$ cat config.mk
export PLATFORM = sky130hd
export DESIGN_NAME = fetch_unit
export DESIGN_NICKNAME = d
export VERILOG_FILES = /design/src/rtl/fetch_unit.sv
export SDC_FILE = /design/constraint.sdc
export NUM_CORES = 1
export LEC_CHECK = 0
export BUFFER_PORTS_ARGS = -buffer_cell sky130_fd_sc_hd__buf_2
export CAP_MARGIN = 20
export CORE_MARGIN = 2
export CORE_UTILIZATION = 40
export CTS_CLUSTER_DIAMETER = 80
export DETAILED_ROUTE_END_ITERATION = 6
export GPL_TIMING_DRIVEN = 0
export PLACE_DENSITY_LB_ADDON = 0.05
export SKIP_CTS_REPAIR_TIMING = 1
export SYNTH_ARGS = -nofsm -noshare
export SYNTH_HDL_FRONTEND = slang
export SYNTH_SLANG_ARGS = --single-unit
$ cat constraint.sdc
create_clock -name clk -period 1.9 [get_ports clk]
set_input_delay 0.38 -clock clk [delete_from_list [all_inputs] [get_ports clk]]
set_output_delay 0.38 -clock clk [all_outputs]
set_load 0.03 [all_outputs]
$ cat src/rtl/fetch_unit.sv
// Instruction fetch stage: holds the PC, issues one read at a time to instruction
// memory and hands each word to the decoder over valid/ready, with branch redirect and HALT stop.
module fetch_unit #(
  parameter int          ADDR_WIDTH  = 8,
  parameter logic [3:0]  HALT_OPCODE = 4'hF
) (
  input  logic                  clk,
  input  logic                  rst_n,
  input  logic                  start_i,
  input  logic [ADDR_WIDTH-1:0] start_pc_i,
  input  logic                  branch_valid_i,
  input  logic [ADDR_WIDTH-1:0] branch_target_i,
  output logic                  mem_req_o,
  output logic [ADDR_WIDTH-1:0] mem_addr_o,
  input  logic                  mem_ready_i,
  input  logic [15:0]           mem_data_i,
  output logic                  instr_valid_o,
  input  logic                  instr_ready_i,
  output logic [15:0]           instruction_o,
  output logic [ADDR_WIDTH-1:0] instr_pc_o,
  output logic                  halted_o,
  output logic                  busy_o
);

  localparam int DATA_WIDTH = 16;

  localparam logic [2:0] ST_IDLE   = 3'd0;
  localparam logic [2:0] ST_FETCH  = 3'd1;
  localparam logic [2:0] ST_HOLD   = 3'd2;
  localparam logic [2:0] ST_FLUSH  = 3'd3;
  localparam logic [2:0] ST_HALTED = 3'd4;

  localparam logic [ADDR_WIDTH-1:0] PC_ONE = {{(ADDR_WIDTH-1){1'b0}}, 1'b1};

  logic [2:0]            state_q, state_d;
  logic [ADDR_WIDTH-1:0] pc_q, pc_d;
  logic [DATA_WIDTH-1:0] instr_q, instr_d;
  logic [ADDR_WIDTH-1:0] instr_pc_q, instr_pc_d;
  logic                  halted_q, halted_d;

  logic in_fetch, in_hold, accept, is_halt;

  assign in_fetch = (state_q == ST_FETCH);
  assign in_hold  = (state_q == ST_HOLD);
  // A redirect in the same cycle as instr_ready wins, so it is never an accept.
  assign accept   = in_hold && instr_ready_i && !branch_valid_i;
  assign is_halt  = (instr_q[DATA_WIDTH-1:DATA_WIDTH-4] == HALT_OPCODE);

  always_comb begin
    state_d    = state_q;
    pc_d       = pc_q;
    instr_d    = instr_q;
    instr_pc_d = instr_pc_q;
    halted_d   = halted_q;
    case (state_q)
      ST_IDLE, ST_HALTED: begin
        if (start_i) begin
          pc_d     = start_pc_i;
          halted_d = 1'b0;
          state_d  = ST_FETCH;
        end
      end
      ST_FETCH: begin
        if (branch_valid_i) begin
          pc_d    = branch_target_i;
          state_d = ST_FLUSH;
        end else if (mem_ready_i) begin
          instr_d    = mem_data_i;
          instr_pc_d = pc_q;
          pc_d       = pc_q + PC_ONE;
          state_d    = ST_HOLD;
        end
      end
      ST_HOLD: begin
        if (branch_valid_i) begin
          pc_d    = branch_target_i;
          state_d = ST_FLUSH;
        end else if (accept) begin
          if (is_halt) begin
            halted_d = 1'b1;
            state_d  = ST_HALTED;
          end else begin
            state_d  = ST_FETCH;
          end
        end
      end
      ST_FLUSH: state_d = ST_FETCH;
      default:  state_d = ST_IDLE;
    endcase
  end

  always_ff @(posedge clk or negedge rst_n) begin
    if (!rst_n) begin
      state_q    <= ST_IDLE;
      pc_q       <= '0;
      instr_q    <= '0;
      instr_pc_q <= '0;
      halted_q   <= 1'b0;
    end else begin
      state_q    <= state_d;
      pc_q       <= pc_d;
      instr_q    <= instr_d;
      instr_pc_q <= instr_pc_d;
      halted_q   <= halted_d;
    end
  end

  assign mem_req_o     = in_fetch;
  assign mem_addr_o    = pc_q;
  assign instr_valid_o = in_hold;
  assign instruction_o = instr_q;
  assign instr_pc_o    = instr_pc_q;
  assign halted_o      = halted_q;
  assign busy_o        = in_fetch || in_hold || (state_q == ST_FLUSH);

endmodule

==> metrics.txt <==
Design Power 4.356 mW; layout cells sized above 1 0.4979; WS Path Type reg2reg; share of the synthesized area in the top cell type 0.5132; setup slack after layout 0.06834 ns; status finished, final reports clean; most common cell after layout, fill and taps aside buf_2; max-capacitance violation count 0; Max Slew Vio Count 0; number of synthesized flops with an enable pin 0; final core utilization 0.5326; Final HPWL DP ~3300 µm; Worst Hold Class in2async; crit-path cells or4b_1 -> buf_2 -> nor4_1 -> o32ai_1 -> o21ai_1; Vias/cell 5.467; GP Congestion between 0.8 and 0.9; Tmin final 1.832 ns; CTS Buf Count 5; clock sink count 36; CP max stage cell or4b_1; Min Hold Slack 0.1780 ns; DR pass1 iterations 4; synth top area cells dfrtp_1 (51%), mux2_2 (15%), nor2_1 (2.8%), nand2_1 (2.4%), o31ai_1 (2.1%); Worst Path Max Fanout 10; drt drc 0; post-synthesis cell type count 41; CP max stage delay 0.52 ns; Layout Nets about 280; required time of the critical path 2.11 ns; clock transition at the registers of the reported paths roughly 0.070 ns; core box area 4294 µm²; Post-Route Setup TNS 0 ns; power per cell area around 1900 nW/µm²; GRT overflow 0; Max Freq 546.0 MHz; leading area contributor after synthesis dfrtp_1; vias 1580; IO Pins 74; Net Count, Synth 195; die area 4934 µm²; RSZ-0062 raised after global routing true; CP Launch Type flop; most frequent cells in the layout buf_2 (78), dfrtp_1 (35), mux2_2 (24); Max Clock Skew 0.002058 ns; leakage 1.123 nW; Filler Cells Inserted between 400 and 500; final wirelength 4413 µm; Total GRT Usage 0.1888; dpl ws -0.1374 ns; Synth Flop Type dfrtp_1; Syn Inst Count 156; Core Rows 24; sequential area share after synthesis 0.5132; clock latency on the worst-skew pair 0.29 ns; Clock Tree Buf Depth 2; async set-reset flop share out of synthesis 1.000; TritonCTS clock tree built; vias in the first global route about 1600; worst rel slew slack 0.4616; Slew @ Worst Pin around 0.81 ns; final worst path period share 0.9640; synth warn 0; I/O Buffers 73; Final setup viols 0; htree depth 2; n_diodes 0; Seq cells post-synth 36; area of the mapped netlist between 1500 and 2000 µm²; CTS Root Cell clkbuf_8; Setup crit end kind flop; worst path bufs/invs 1; reg2reg start state_q[1]; Hold Vio Cnt, Final 0; delay-heaviest family, CP simple AND/OR/NAND/NOR gates; initial antenna violation count 0; starting density of the core 0.4088; Mean Syn Cell Area about 11 µm²; CP arrival 2.05 ns; DR WL/cell approximately 15 µm; Layout area overhead 30.29%; ANT nets after route 0; Max VDD drop about 0.00077 V; DIE HEIGHT 70.25 µm; Die X ~70 µm; CP Launch Point state_q[1]; global-route wire length before repair 7438 µm; starting DRC count in detailed routing 61; largest net degree at the start of global routing 37
report_power, final:
group          leakage (nW)  internal [mW]  total [mW]  switching [mW]
Sequential            0.434           1.14        1.46           0.324
Combinational         0.641          0.854        2.36            1.50
Clock                0.0479          0.255       0.536           0.280
Total                  1.12           2.25        4.36            2.11
per-layer routing:
layer  share of wire  up-vias  global-route usage
li1                -      737                   -
met1            0.43      779              0.2423
met2            0.50       59              0.3208
met3           0.066        5             0.04618
met4           0.010        0             0.04487
met5               0        -                   0
per-stage QoR:
step                cells  area (µm²)
floorplan             156        1755
global placement      281        2186
CTS                   289        2273
detailed placement    281        2186
finish                289        2287
global route          289        2287
cell type report:
| class | instances | area [µm²] | area share |
|---|---|---|---|
| inverters | 3 | 11.26 | 0.004923 |
| plain buffers | 7 | 33.78 | 0.01477 |
| well taps | 52 | 65.06 | 0.02845 |
| flip-flops and latches | 36 | 902.1 | 0.3944 |
| multi-input cells | 110 | 822.0 | 0.3594 |
| repair buffers | 73 | 365.4 | 0.1597 |
| clock inverters | 3 | 18.77 | 0.008206 |
| clock buffers | 5 | 68.82 | 0.03009 |
state kept, by name, indices dropped and copies added (netlist names):
signal	cells
instruction_o	16
state_q	3
halted_o	1
mem_addr_o	8
instr_pc_o	8
synth_stat cells, types with 2 or more instances:
master and count:
a211oi_1 2, a21o_1 2, a21oi_1 4, a221oi_1 3
a2bb2oi_1 2, a31oi_1 2, buf_2 5, clkbuf_1 2
dfrtp_1 36, inv_1 3, mux2_2 24, nand2_1 11
nand2b_1 3, nand3_1 3, nor2_1 13, nor2b_1 2
nor3_1 2, o21ai_0 6, o21bai_1 2, o22ai_1 2
o31ai_1 5, xnor2_1 3
final timing paths:
check,cells past startpoint,end,slack [ns]
max,5,mem_addr_o[6],0.07
min,1,instruction_o[5],0.18
max reg2reg,5,mem_addr_o[6],0.07
min reg2reg,1,halted_o,0.50
max in group asynchronous,1,state_q[1],1.16
min in group clk,2,instruction_o[3],0.32
worst reg2reg max path: stages (launching register included):
cell and delay (ns):
dfrtp_2 0.46, or4b_1 0.52, buf_2 0.18, nor4_1 0.32
o32ai_1 0.13, o21ai_1 0.15
cell families after synthesis:
kind of cell,after synthesis,share of synthesized area
simple gates,41,0.1183
compound gates,40,0.1618
flops,36,0.5132
mux,25,0.1597
buf+inv,10,0.02495
xor+xnor,3,0.01497
fa+ha+maj,1,0.007126
(Power assumes the default switching activity.)
